## src/rtl/universal_register_n_if.sv

```systemverilog
// Control/data bundle for universal_register_n: the master drives operations,
// the slave (the register) returns value, flags and sequencer handshake.
interface universal_register_n_if #(
  parameter int WIDTH   = 8,
  parameter int SHAMT_W = 4
);
  logic               cl, ld, inc, dec, sr, ir, sl, il, start, dir;
  logic [WIDTH-1:0]   in;
  logic [1:0]         mode;
  logic [SHAMT_W-1:0] shamt;
  logic [WIDTH-1:0]   out;
  logic               co, zero, busy, done;

  modport master (
    output cl, ld, in, inc, dec, sr, ir, sl, il, mode, start, shamt, dir,
    input  out, co, zero, busy, done
  );
  modport slave (
    input  cl, ld, in, inc, dec, sr, ir, sl, il, mode, start, shamt, dir,
    output out, co, zero, busy, done
  );
endinterface

```

## src/rtl/universal_register_n.sv

```systemverilog
// General-purpose datapath register: clear/load/inc/dec/shift/rotate with carry
// flag, plus a multi-cycle shift-by-N sequencer with busy/done handshake.
module universal_register_n #(
  parameter int WIDTH   = 8,
  parameter int SHAMT_W = 4,
  parameter int SAT     = 0
) (
  input logic                  clk,
  input logic                  rst_n,
  universal_register_n_if.slave bus
);
  typedef enum logic {IDLE, SHIFT} state_t;
  localparam logic [1:0] M_ROT = 2'b01;
  localparam logic [1:0] M_ARI = 2'b10;

  state_t             state_q, state_d;
  logic [WIDTH-1:0]   out_q, out_d;
  logic               co_q, co_d;
  logic               busy_q, busy_d;
  logic               done_q, done_d;
  logic [SHAMT_W-1:0] count_q, count_d;
  logic               dir_q, dir_d;
  logic [1:0]         mode_q, mode_d;

  // Returns {shifted-out bit, new value}; mode 11 falls through to LOG.
  function automatic logic [WIDTH:0] shift1(input logic left, input logic [1:0] m,
                                            input logic [WIDTH-1:0] v,
                                            input logic si_r, input logic si_l);
    logic fill;
    if (!left) begin
      case (m)
        M_ROT:   fill = v[0];
        M_ARI:   fill = v[WIDTH-1];
        default: fill = si_r;
      endcase
      return {v[0], fill, v[WIDTH-1:1]};
    end else begin
      fill = (m == M_ROT) ? v[WIDTH-1] : si_l;
      return {v[WIDTH-1], v[WIDTH-2:0], fill};
    end
  endfunction

  always_comb begin
    state_d = state_q;
    out_d   = out_q;
    co_d    = co_q;
    count_d = count_q;
    dir_d   = dir_q;
    mode_d  = mode_q;
    done_d  = 1'b0;
    case (state_q)
      IDLE: begin
        if (bus.cl) begin
          out_d = '0;
          co_d  = 1'b0;
        end else if (bus.ld) begin
          out_d = bus.in;
          co_d  = 1'b0;
        end else if (bus.start) begin
          if (bus.shamt != '0) begin
            state_d = SHIFT;
            count_d = bus.shamt;
            dir_d   = bus.dir;
            mode_d  = bus.mode;
          end else begin
            done_d = 1'b1;
          end
        end else if (bus.inc) begin
          co_d  = &out_q;
          out_d = (&out_q && SAT != 0) ? out_q : out_q + 1'b1;
        end else if (bus.dec) begin
          co_d  = (out_q == '0);
          out_d = (out_q == '0 && SAT != 0) ? out_q : out_q - 1'b1;
        end else if (bus.sr) begin
          {co_d, out_d} = shift1(1'b0, bus.mode, out_q, bus.ir, bus.il);
        end else if (bus.sl) begin
          {co_d, out_d} = shift1(1'b1, bus.mode, out_q, bus.ir, bus.il);
        end
      end
      SHIFT: begin
        if (bus.cl) begin
          // abort: no completion pulse
          out_d   = '0;
          co_d    = 1'b0;
          count_d = '0;
          state_d = IDLE;
        end else begin
          {co_d, out_d} = shift1(dir_q, mode_q, out_q, bus.ir, bus.il);
          count_d = count_q - 1'b1;
          if (count_q == SHAMT_W'(1)) begin
            state_d = IDLE;
            done_d  = 1'b1;
          end
        end
      end
      default: state_d = IDLE;
    endcase
    busy_d = (state_d == SHIFT);
  end

  always_ff @(posedge clk or negedge rst_n) begin
    if (!rst_n) begin
      state_q <= IDLE;
      out_q   <= '0;
      co_q    <= 1'b0;
      busy_q  <= 1'b0;
      done_q  <= 1'b0;
      count_q <= '0;
      dir_q   <= 1'b0;
      mode_q  <= 2'b00;
    end else begin
      state_q <= state_d;
      out_q   <= out_d;
      co_q    <= co_d;
      busy_q  <= busy_d;
      done_q  <= done_d;
      count_q <= count_d;
      dir_q   <= dir_d;
      mode_q  <= mode_d;
    end
  end

  assign bus.out  = out_q;
  assign bus.co   = co_q;
  assign bus.zero = (out_q == '0);
  assign bus.busy = busy_q;
  assign bus.done = done_q;
endmodule
```

## src/flat_wrapper.sv

```systemverilog
// flat-port wrapper written by rule: the top's interface ports become plain ports
module universal_register_n_flat 
#(
  parameter int WIDTH   = 8,
  parameter int SHAMT_W = 4,
  parameter int SAT     = 0
)
  (clk, rst_n, bus_cl, bus_ld, bus_in, bus_inc, bus_dec, bus_sr, bus_ir, bus_sl, bus_il, bus_mode, bus_start, bus_shamt, bus_dir, bus_out, bus_co, bus_zero, bus_busy, bus_done);
  universal_register_n_if #(.WIDTH(WIDTH), .SHAMT_W(SHAMT_W)) bus_i ();
  input logic clk;
  input logic rst_n;
  input wire logic [$bits(bus_i.cl)-1:0] bus_cl;
  input wire logic [$bits(bus_i.ld)-1:0] bus_ld;
  input wire logic [$bits(bus_i.in)-1:0] bus_in;
  input wire logic [$bits(bus_i.inc)-1:0] bus_inc;
  input wire logic [$bits(bus_i.dec)-1:0] bus_dec;
  input wire logic [$bits(bus_i.sr)-1:0] bus_sr;
  input wire logic [$bits(bus_i.ir)-1:0] bus_ir;
  input wire logic [$bits(bus_i.sl)-1:0] bus_sl;
  input wire logic [$bits(bus_i.il)-1:0] bus_il;
  input wire logic [$bits(bus_i.mode)-1:0] bus_mode;
  input wire logic [$bits(bus_i.start)-1:0] bus_start;
  input wire logic [$bits(bus_i.shamt)-1:0] bus_shamt;
  input wire logic [$bits(bus_i.dir)-1:0] bus_dir;
  output wire logic [$bits(bus_i.out)-1:0] bus_out;
  output wire logic [$bits(bus_i.co)-1:0] bus_co;
  output wire logic [$bits(bus_i.zero)-1:0] bus_zero;
  output wire logic [$bits(bus_i.busy)-1:0] bus_busy;
  output wire logic [$bits(bus_i.done)-1:0] bus_done;
  assign bus_i.cl = bus_cl;
  assign bus_i.ld = bus_ld;
  assign bus_i.in = bus_in;
  assign bus_i.inc = bus_inc;
  assign bus_i.dec = bus_dec;
  assign bus_i.sr = bus_sr;
  assign bus_i.ir = bus_ir;
  assign bus_i.sl = bus_sl;
  assign bus_i.il = bus_il;
  assign bus_i.mode = bus_mode;
  assign bus_i.start = bus_start;
  assign bus_i.shamt = bus_shamt;
  assign bus_i.dir = bus_dir;
  assign bus_out = bus_i.out;
  assign bus_co = bus_i.co;
  assign bus_zero = bus_i.zero;
  assign bus_busy = bus_i.busy;
  assign bus_done = bus_i.done;
  universal_register_n #(.WIDTH(WIDTH), .SHAMT_W(SHAMT_W), .SAT(SAT)) u_core (.clk(clk), .rst_n(rst_n), .bus(bus_i));
endmodule
```

## config.mk

```make
export PLATFORM = sky130hd
export DESIGN_NAME = universal_register_n_flat
export DESIGN_NICKNAME = d
export VERILOG_FILES = /design/src/rtl/universal_register_n_if.sv /design/src/rtl/universal_register_n.sv /design/src/flat_wrapper.sv
export SDC_FILE = /design/constraint.sdc
export NUM_CORES = 1
export LEC_CHECK = 0
export BUFFER_PORTS_ARGS = -buffer_cell sky130_fd_sc_hd__buf_4
export CORE_MARGIN = 10
export CORE_UTILIZATION = 35
export DETAILED_ROUTE_END_ITERATION = 12
export PLACE_DENSITY = 0.58
export SLEW_MARGIN = 25
export SYNTH_ARGS = -nofsm -noshare
export SYNTH_HDL_FRONTEND = slang
export SYNTH_SLANG_ARGS = --single-unit
export TNS_END_PERCENT = 20
```

## constraint.sdc

```tcl
create_clock -name clk -period 2.3 [get_ports clk]
set_clock_uncertainty 0.05 [all_clocks]
set_input_delay 0.23 -clock clk [delete_from_list [all_inputs] [get_ports clk]]
set_output_delay 0.23 -clock clk [all_outputs]
set_load 0.01 [all_outputs]
```

==> Flow_metrics.wiki, run 1 <==
{| class="wikitable"
! Metric !! Value
|-
| Clk buf depth || 2
|-
| Power share of the sequential group || 38.5%
|-
| Data required time at the worst endpoint || 2.39 ns
|-
| Number of enable-type register cells in the synthesized netlist || 0
|-
| IO Count || 38
|-
| Initial DRC Count || 135
|-
| # Max-Cap Violations || 0
|-
| Sum of routed wire length over all layers || 5710 um
|-
| # port buffers || 37
|-
| Number of non-filler instances in the completed layout || 318
|-
| Outcome || finished clean
|-
| Maximum vdd ir drop || 0.000317 V
|-
| Post-cts sizing count || 0
|-
| Synth warn || 0
|-
| Net load switching power || 514 uW
|-
| Switching fraction of total power || 39.3%
|-
| Cell count after placement || 313
|-
| DR vias/cell || 5.61
|-
| Number of failing hold endpoints at the final stage || 0
|-
| Internal cell power || 792 uW
|-
| Static power due to leakage || 0.000908 uW
|-
| Yosys cell types || 65
|-
| R2r endpoint || u_core.bus.out[2]
|-
| Total via count after detailed routing || 1,785
|-
| Root Driver || sky130_fd_sc_hd__clkbuf_8
|-
| First-pass GRT wire length || 9430 um
|-
| Pins over their slew limit || 0
|-
| RD Place Congestion || 0.923
|-
| Worst Hold Launch || bus_cl
|-
| Final Instance Area || 2170 um^2
|-
| Kind of start point of the critical path || flip-flop
|-
| Number of antenna-violating nets in the routed design || 0
|-
| Dominant combinational cell family by area after synthesis || compound AO/OA/AOI/OAI gates
|-
| Vias in the first global route || 1,891
|-
| Number of antenna repair diodes || 0
|-
| Pre-CTS worst setup slack || 0.317 ns
|-
| Setup slack on the worst flop-to-flop path || 0.33 ns
|-
| Synth Area in XOR/XNOR || 2.87%
|-
| Crit Path Max Fanout || 6
|-
| Reg-to-Reg Start || u_core.bus.out[1]
|-
| Starting density of the core || 36.0%
|-
| Share of the synthesized area in compound gates (AO/OA/AOI/OAI) || 27.1%
|-
| Setup ws final || 0.333 ns
|-
| Clock H-tree levels || 1
|-
| Worst-Margin Slew || 0.596 ns
|-
| Primary FF master, synth || sky130_fd_sc_hd__dfrtp_1
|-
| Number of sinks on the clock net || 18
|-
| Number of iterations in the first detailed-routing pass || 4
|-
| R2R depth || 6
|-
| Tightest Hold Check Type || primary input to flip-flop
|-
| Layout overhead on the synthesized area || 19.0%
|-
| Height of the die || 92.3 um
|-
| Setup Fix Bufs, Post-CTS || 0
|-
| Row count || 26
|-
| Total power divided by cell area || 601 nW/um^2
|-
| Total power draw || 1310 uW
|-
| Post-synthesis mux area share || 7.94%
|-
| Largest net degree at the start of global routing || 19
|-
| Post-synthesis async set-or-reset flop share || 100%
|-
| GRT Util Overall || 13.4%
|-
| Cell area after synthesis || 1830 um^2
|-
| Fin nets || 280
|-
| Width of the die || 92.3 um
|-
| F_max || 508 MHz
|-
| Number of antenna violations at the first check in global routing || 0
|-
| Critical path class || flip-flop to flip-flop
|-
| Insertion delay of the later-clocked pin in the worst-skew pair || 0.26 ns
|-
| Number of nets in the synthesized netlist || 249
|-
| Relative contribution of combinational cells to total power || 40.7%
|-
| Area share of the largest cell type after synthesis || 24.6%
|-
| Simple-gate share of the synthesized area || 25.9%
|-
| Min Clock Period, post-route || 1.97 ns
|-
| Filler cells || 538
|-
| Cell depth of the worst min-delay path || 2
|-
| Number of synthesized register bits || 18
|-
| Layout cell share with drive strength beyond 1 || 25.8%
|-
| Relative slew slack || 60.3%
|-
| Sort of element at the end of the critical path || flip-flop
|-
| Detailed-route DRC error count || 0
|-
| Clock-pin slew reported for the worst setup and hold paths after clock tree synthesis || 0.08 ns
|-
| Portion of the post-synthesis area used by sequential elements || 24.6%
|-
| Average routed wire per standard cell || 18.0 um
|-
| CTS Buf Count || 3
|-
| Synth area leaders || sky130_fd_sc_hd__dfrtp_1, sky130_fd_sc_hd__mux2i_1, sky130_fd_sc_hd__o21ai_0, sky130_fd_sc_hd__nand2_1, sky130_fd_sc_hd__ha_1
|-
| Total congestion overflow after global routing || 0
|-
| # setup viols final || 0
|-
| TritonCTS clock tree || yes
|-
| Unrepaired setup endpoints after global routing || false
|-
| Placement-stage cell area || 2110 um^2
|-
| Hold-fix buffers, CTS || 1
|-
| Capture endpoint of the worst hold path || u_core.bus.out[0]
|-
| Total negative slack for setup checks || 0 ns
|-
| Largest area contributor in the netlist || sky130_fd_sc_hd__dfrtp_1
|-
| Avg Cell Area, Syn || 8.39 um^2
|-
| Instance count of the mapped netlist || 218
|-
| Final period utilization || 85.5%
|-
| Arrival time at the worst endpoint || 2.06 ns
|-
| Core ar. || 5070 um^2
|-
| Die ar. || 8510 um^2
|-
| Post-Synth Adder-Cell Area || 3.42%
|-
| HPWL Detailed || 4320 um
|-
| Clock power frac || 20.8%
|}
kinds of logic (layout without fill, tap and decap cells):
group	Yosys count	count (layout)
and+or+nand+nor	79	79
adders and majority gates	5	5
muxes	14	14
AOI/OAI and AO/OA	70	70
DFF	18	18
buffers and inverters	26	56
xor gates and xnor gates	6	6
metrics by stage:
stage               utilization, %  hold slack (ns)
global placement              41.6           0.0746
finish                        42.9            0.141
detailed placement            41.6           0.0756
global route                  42.9            0.138
CTS                           42.9            0.136
floorplan                        -           -0.116
cell usage after synthesis, types with 6 or more instances:
library cell               count
sky130_fd_sc_hd__a211oi_1      6
sky130_fd_sc_hd__nor2b_1       7
sky130_fd_sc_hd__dfrtp_1      18
sky130_fd_sc_hd__nor2_1       15
sky130_fd_sc_hd__a21oi_1      12
sky130_fd_sc_hd__nand2_1      17
sky130_fd_sc_hd__nand3_1       6
sky130_fd_sc_hd__o21ai_0      17
sky130_fd_sc_hd__buf_2         7
sky130_fd_sc_hd__inv_1        11
sky130_fd_sc_hd__mux2i_1      10
sky130_fd_sc_hd__o22ai_1       6
cell usage in the layout, fill, tap and decap left out, drive strengths merged, types with 3 or more instances in the layout:
master	count
xnor2	5
o21ai	17
nor2	18
nor3b	3
nand2	17
o22ai	6
dfrtp	18
nand2b	5
a31oi	3
nor2b	8
or2	3
inv	11
nand3	7
mux2i	10
a21oi	12
nor3	5
clkbuf	4
mux2	4
o221ai	4
buf	40
a211oi	7
ha	5
and2	3
how the worst max path moves through the flow:
| stage | startpoint | to | slack (ns) |
|---|---|---|---|
| after floorplan | u_core.bus.out[0] | u_core.bus.out[2] | 0.40 |
| after global placement | u_core.bus.out[1] | u_core.bus.out[2] | 0.32 |
| after detailed placement | u_core.bus.out[1] | u_core.bus.out[2] | 0.32 |
| after CTS | u_core.bus.out[1] | u_core.bus.out[2] | 0.30 |
| after global routing | u_core.bus.out[1] | u_core.bus.out[2] | 0.24 |
| final | u_core.bus.out[1] | u_core.bus.out[2] | 0.33 |
power by group through the flow:
stage / Clock, uW / Combinational (uW) / Sequential (uW)
floorplan: 0 / 407 / 446
detailed placement: 0 / 530 / 506
finish: 272 / 532 / 503
global route: 293 / 597 / 515
CTS: 280 / 534 / 499
global placement: 0 / 529 / 506
registers in the layout (all words and copies together), names as in the netlist:
name / flops
u_core.bus.co: 1
u_core.bus.done: 1
u_core.bus.out: 8
u_core.count_q: 4
u_core.dir_q: 1
u_core.mode_q: 2
u_core.state_q: 1
layer usage:
metal,global-route usage [%],vias to the layer above,share of wire (%)
li1,-,870,-
met1,16.0,850,45
met2,23.1,57,48
met3,3.59,8,5.9
met4,3.47,0,1.0
met5,0,-,0
layout make-up:
cell class	count	area, um^2	share of cell area [%]
clock buffer	4	55.1	2.53
timing repair buffer	41	310	14.3
sequential	18	450	20.7
multi-input combinational	174	1230	56.6
tap	70	87.6	4.03
inverter	11	41.3	1.90
worst max-delay path, cell delays in order (launching register included):
cell                       delay (ns)
sky130_fd_sc_hd__dfrtp_1         0.47
sky130_fd_sc_hd__inv_1           0.12
sky130_fd_sc_hd__ha_1            0.23
sky130_fd_sc_hd__a221o_1         0.33
sky130_fd_sc_hd__a221oi_1        0.36
sky130_fd_sc_hd__o32a_1          0.22
sky130_fd_sc_hd__a21oi_1         0.06
(Power assumes the default switching activity.)
==> run 2, diff against run 1 <==
CORE_UTILIZATION = 55   (was 35)
PLACE_DENSITY = 0.83   (was 0.58)
==> Flow_metrics.wiki, run 2 (same netlist as run 1, synthesis figures left out) <==
{| class="wikitable"
! Metric !! Value
|-
| Clock-pin slew reported for the worst setup and hold paths after clock tree synthesis || 0.10 ns (+0.02 ns)
|-
| Insertion delay of the later-clocked pin in the worst-skew pair || 0.29 ns (+0.03 ns)
|-
| Layout overhead on the synthesized area || 15.8%
|-
| Post-cts sizing count || 0 (unchanged)
|-
| Static power due to leakage || 0.000898 uW (-1.1%)
|-
| Final period utilization || 85.1% (-0.37 points)
|-
| F_max || 511 MHz (+0.44%)
|-
| Fin nets || 281 (+0.36%)
|-
| Height of the die || 77.7 um (-16%)
|-
| Width of the die || 77.7 um (-16%)
|-
| Filler cells || 281 (-48%)
|-
| Total congestion overflow after global routing || 0 (unchanged)
|-
| Kind of start point of the critical path || flip-flop
|-
| Row count || 20 (-23%)
|-
| Detailed-route DRC error count || 0 (unchanged)
|-
| Area of all sequential standard cells || 450 um^2 (unchanged)
|-
| Worst-Margin Slew || 0.632 ns (+0.0357 ns)
|-
| Data required time at the worst endpoint || 2.42 ns (+0.03 ns)
|-
| Number of antenna repair diodes || 0 (unchanged)
|-
| Area occupied by multi-input gates || 1230 um^2 (unchanged)
|-
| Sort of element at the end of the critical path || flip-flop
|-
| First-pass GRT wire length || 8730 um (-7.5%)
|-
| GRT Util Overall || 17.1% (+3.7 points)
|-
| Core ar. || 3130 um^2 (-38%)
|-
| # port buffers || 37 (unchanged)
|-
| Starting density of the core || 58.4% (+22 points)
|-
| Number of non-filler instances in the completed layout || 292 (-8.2%)
|-
| Outcome || finished clean
|-
| Vias in the first global route || 1,706 (-9.8%)
|-
| Arrival time at the worst endpoint || 2.08 ns (+0.02 ns)
|-
| Relative slew slack || 57.9% (-2.4 points)
|-
| TritonCTS clock tree || yes
|-
| Number of failing hold endpoints at the final stage || 0 (unchanged)
|-
| # Max-Cap Violations || 0 (unchanged)
|-
| DR vias/cell || 6.15 (+9.6%)
|-
| RD Place Congestion || 0.972 (+5.3%)
|-
| Cell count after placement || 288 (-8.0%)
|-
| Number of sinks on the clock net || 18 (unchanged)
|-
| Number of iterations in the first detailed-routing pass || 4 (unchanged)
|-
| Initial DRC Count || 149 (+10%)
|-
| Tightest Hold Check Type || primary input to flip-flop
|-
| Number of antenna-violating nets in the routed design || 0 (unchanged)
|-
| Total power draw || 1180 uW (-9.7%)
|-
| Unrepaired setup endpoints after global routing || false
|-
| Sum of routed wire length over all layers || 5160 um (-9.7%)
|-
| Utilization after layout || 67.7% (+25 points)
|-
| CTS Buf Count || 3 (unchanged)
|-
| Number of flip-flops in the largest register || 8 (unchanged)
|-
| Pins over their slew limit || 0 (unchanged)
|-
| Setup slack on the worst flop-to-flop path || 0.34 ns (about the same)
|-
| Commonest non-fill, non-tap cell in the layout || sky130_fd_sc_hd__buf_4
|-
| Layout cell share with drive strength beyond 1 || 25.8% (unchanged)
|-
| Highest-count cells in the layout ignoring fill and taps || sky130_fd_sc_hd__buf_4, sky130_fd_sc_hd__dfrtp_1, sky130_fd_sc_hd__nand2_1, sky130_fd_sc_hd__o21ai_0, sky130_fd_sc_hd__nor2_1
|-
| Setup Fix Bufs, Post-CTS || 0 (unchanged)
|-
| Largest net degree at the start of global routing || 19 (unchanged)
|-
| Hold-fix buffers, CTS || 1 (unchanged)
|-
| HPWL Detailed || 3960 um (-8.5%)
|-
| Root Driver || sky130_fd_sc_hd__clkbuf_4
|-
| IO Count || 38 (unchanged)
|-
| Average routed wire per standard cell || 17.7 um (-1.7%)
|-
| Crit Path Max Fanout || 8 (+2)
|-
| # setup viols final || 0 (unchanged)
|-
| Total via count after detailed routing || 1,796 (+0.62%)
|-
| Maximum vdd ir drop || 0.000529 V (+67%)
|-
| Clock H-tree levels || 1 (unchanged)
|-
| Total negative slack for setup checks || 0 ns (unchanged)
|-
| Min Clock Period, post-route || 1.96 ns (-0.00859 ns)
|-
| Post-route worst hold slack || 0.0893 ns (-0.0514 ns)
|-
| Number of antenna violations at the first check in global routing || 0 (unchanged)
|-
| Cell depth of the worst min-delay path || 2 (unchanged)
|-
| Total power divided by cell area || 557 nW/um^2 (-7.2%)
|-
| Critical path class || flip-flop to flip-flop
|-
| R2R depth || 6 (unchanged)
|-
| Die ar. || 6030 um^2 (-29%)
|-
| Clk buf depth || 2 (unchanged)
|}
-- run 2: stage by stage --
stage	area, um^2	setup WS [ns]
floorplan	1830	0.403
global placement	2080	0.456
detailed placement	2080	0.376
CTS	2120	0.368
global route	2120	0.185
finish	2120	0.342
-- run 2: critical path, stage by stage, from the launching register on --
cell,delay (ns)
sky130_fd_sc_hd__dfrtp_1,0.50
sky130_fd_sc_hd__inv_1,0.14
sky130_fd_sc_hd__ha_1,0.26
sky130_fd_sc_hd__a221o_1,0.32
sky130_fd_sc_hd__a221oi_1,0.32
sky130_fd_sc_hd__o32a_1,0.20
sky130_fd_sc_hd__a21oi_1,0.06
-- run 2: final timing paths --
| path | to | from |
|---|---|---|
| worst max-delay path | u_core.bus.out[2] | u_core.bus.out[0] |
| worst min-delay path | u_core.bus.out[0] | bus_cl |
| worst max register to register | u_core.bus.out[2] | u_core.bus.out[0] |
| worst min register to register | u_core.count_q[1] | u_core.count_q[1] |
| max in group asynchronous | u_core.bus.out[1] | rst_n |
| min in group asynchronous | u_core.bus.out[5] | rst_n |
-- run 2: per-layer routing --
metal / vias up / share of wire (%) / global-route usage [%] / wire length (um)
li1: 871 / - / - / -
met1: 843 / 44 / 23.3 / 2280
met2: 76 / 46 / 26.4 / 2390
met3: 6 / 8.0 / 4.15 / 415
met4: 0 / 1.5 / 3.65 / 75
met5: - / 0 / 0 / 0
-- run 2: area by class of cell --
cell class,instances,area share (%)
inverter,11,1.95
sequential,18,21.3
clock buffer,3,1.06
multi-input combinational,174,58.1
timing repair buffer,42,15.0
tap,44,2.60
-- run 2: where the power goes --
group	internal, uW	switching, uW	total, uW	leakage, uW
registers	376	119	495	0.000228
logic	265	261	526	0.000656
clock network	61.0	97.2	158	0.0000138
==> run 3, diff against run 2 <==
CORE_ASPECT_RATIO = 1.1   (was default)
CORE_UTILIZATION = 35   (was 55)
PLACE_DENSITY = 0.58   (was 0.83)
==> Flow_metrics.wiki, run 3 (same netlist as run 1, synthesis figures left out) <==
{| class="wikitable"
! Metric !! Value
|-
| Height of the die || 95.8 um (+23%)
|-
| Initial DRC Count || 99 (-34%)
|-
| Static power due to leakage || 0.000908 uW (+1.1%)
|-
| Layout cell share with drive strength beyond 1 || 25.8% (unchanged)
|-
| GRT Util Overall || 13.4% (-3.6 points)
|-
| CTS Buf Count || 3 (unchanged)
|-
| Tightest Hold Check Type || primary input to flip-flop
|-
| Placement-stage cell area || 2090 um^2 (+0.48%)
|-
| Fin nets || 280 (-0.36%)
|-
| Row count || 27 (+35%)
|-
| Detailed-route DRC error count || 0 (unchanged)
|-
| Largest net degree at the start of global routing || 19 (unchanged)
|-
| Final Instance Area || 2160 um^2 (+2.0%)
|-
| DR vias/cell || 5.81 (-5.6%)
|-
| Total congestion overflow after global routing || 0 (unchanged)
|-
| Width of the die || 88.9 um (+14%)
|-
| Filler cells || 515 (+83%)
|-
| Outcome || finished clean
|-
| Total via count after detailed routing || 1,777 (-1.1%)
|-
| Series of cell instances along the critical path || inv_1 -> ha_1 -> nor3b_2 -> xnor2_1 -> a211oi_1 -> a211oi_1 -> o22ai_1
|-
| RD Place Congestion || 0.877 (-9.8%)
|-
| Clk buf depth || 2 (unchanged)
|-
| Number of flip-flops in the largest register || 8 (unchanged)
|-
| Final period utilization || 83.6% (-1.6 points)
|-
| # Max-Cap Violations || 0 (unchanged)
|-
| First-pass GRT wire length || 9050 um (+3.7%)
|-
| Kind of start point of the critical path || flip-flop
|-
| Clock-pin slew reported for the worst setup and hold paths after clock tree synthesis || 0.08 ns (-0.02 ns)
|-
| HPWL Detailed || 4150 um (+4.8%)
|-
| Average routed wire per standard cell || 18.1 um (+2.4%)
|-
| TritonCTS clock tree || yes
|-
| Crit Path Max Fanout || 8 (unchanged)
|-
| Die ar. || 8520 um^2 (+41%)
|-
| Number of antenna repair diodes || 0 (unchanged)
|-
| Highest-count cells in the layout ignoring fill and taps || sky130_fd_sc_hd__buf_4, sky130_fd_sc_hd__dfrtp_1, sky130_fd_sc_hd__nand2_1, sky130_fd_sc_hd__o21ai_0, sky130_fd_sc_hd__nor2_1
|-
| Sort of element at the end of the critical path || flip-flop
|-
| Clock H-tree levels || 1 (unchanged)
|-
| Total negative slack for setup checks || 0 ns (unchanged)
|-
| IO Count || 38 (unchanged)
|-
| Cell with the largest stage delay on the worst path || sky130_fd_sc_hd__dfrtp_1
|-
| Critical path class || flip-flop to flip-flop
|-
| # setup viols final || 0 (unchanged)
|-
| Maximum vdd ir drop || 0.000304 V (-43%)
|-
| Pins over their slew limit || 0 (unchanged)
|-
| Min Clock Period, post-route || 1.92 ns (-0.0364 ns)
|-
| Starting density of the core || 36.3% (-22 points)
|-
| Total power divided by cell area || 599 nW/um^2 (+7.6%)
|-
| Critical path's most frequent cell || sky130_fd_sc_hd__a211oi_1
|-
| Root Driver || sky130_fd_sc_hd__clkbuf_8
|-
| Number of failing hold endpoints at the final stage || 0 (unchanged)
|-
| # port buffers || 37 (unchanged)
|-
| Number of iterations in the first detailed-routing pass || 4 (unchanged)
|-
| Max stage delay on crit path || 0.47 ns (-0.03 ns)
|-
| Commonest non-fill, non-tap cell in the layout || sky130_fd_sc_hd__buf_4
|-
| Number of antenna violations at the first check in global routing || 0 (unchanged)
|-
| Data required time at the worst endpoint || 2.39 ns (-0.03 ns)
|-
| Number of antenna-violating nets in the routed design || 0 (unchanged)
|-
| Number of sinks on the clock net || 18 (unchanged)
|-
| Layout overhead on the synthesized area || 18.1%
|-
| F_max || 520 MHz (+1.9%)
|-
| Vias in the first global route || 1,764 (+3.4%)
|-
| Unrepaired setup endpoints after global routing || false
|-
| Core ar. || 5030 um^2 (+61%)
|-
| Worst-Margin Slew || 0.603 ns (-0.0283 ns)
|-
| Post-cts sizing count || 0 (unchanged)
|-
| Sum of routed wire length over all layers || 5530 um (+7.3%)
|-
| Arrival time at the worst endpoint || 2.01 ns (-0.07 ns)
|-
| Insertion delay of the later-clocked pin in the worst-skew pair || 0.26 ns (-0.03 ns)
|-
| Relative slew slack || 59.8% (+1.9 points)
|}
==> run 3: cell count changes in the layout (fill, tap and decap cells not counted), sizes merged <==
cell | previous run | this run
clkbuf | 3 | 4
buf | 41 | 40
==> run 3: cell type report <==
cell class	count	area, um^2	share of cell area, %
clock buffers	4	55.1	2.55
inverters	11	41.3	1.91
well taps	58	72.6	3.36
multi-input cells	174	1230	57.0
flip-flops and latches	18	450	20.9
repair buffers	41	310	14.4
==> run 3: where the power goes <==
part	leakage, uW	switching, uW	internal [uW]
logic	0.000651	260	262
registers	0.000228	121	377
clock network	0.0000288	122	153
total	0.000908	503	791
==> run 3: critical path: cells and delay by family, from the launching register on <==
kind | cells | cell delay [ns]
AOI/OAI and AO/OA | 3 | 0.46
xor gates and xnor gates | 1 | 0.16
DFF | 1 | 0.47
and+or+nand+nor | 1 | 0.29
adders and majority gates | 1 | 0.22
buffers and inverters | 1 | 0.15
==> run 3: layer usage <==
metal	vias to the layer above	GRT usage, %	share of wire (%)
li1	868	-	-
met1	850	17.7	46
met2	51	21.0	47
met3	8	3.21	6.0
met4	0	4.31	1.5
met5	-	0	0
==> run 3: stage by stage <==
step / total power [uW] / util, % / setup slack (ns) / cells / hold slack (ns)
3_5_place_dp: 1020 / 41.6 / 0.409 / 301 / 0.0758
6_report: 1290 / 42.9 / 0.378 / 306 / 0.138
5_1_grt: 1380 / 42.9 / 0.194 / 306 / 0.144
2_1_floorplan: 853 / - / 0.403 / 218 / -0.116
4_1_cts: 1300 / 42.9 / 0.371 / 306 / 0.134
3_3_place_gp: 1020 / 41.6 / 0.366 / 301 / 0.0741
==> run 3: path summary, 6_finish.rpt <==
kind	startpoint	to	slack [ns]	cells past startpoint
worst max register to register	u_core.bus.out[0]	u_core.bus.out[4]	0.38	7
min in group asynchronous	rst_n	u_core.mode_q[1]	0.32	2
max in group asynchronous	rst_n	u_core.bus.out[4]	1.67	2
worst max-delay path	u_core.bus.out[0]	u_core.bus.out[4]	0.38	7
worst min-delay path	bus_cl	u_core.bus.out[0]	0.14	2
worst min register to register	u_core.bus.co	u_core.bus.co	0.48	1
==> run 3: timing repair <==
action,CTS,global route
buffers inserted,0,0
hold endpoints to repair,18,0
hold buffers,1,0
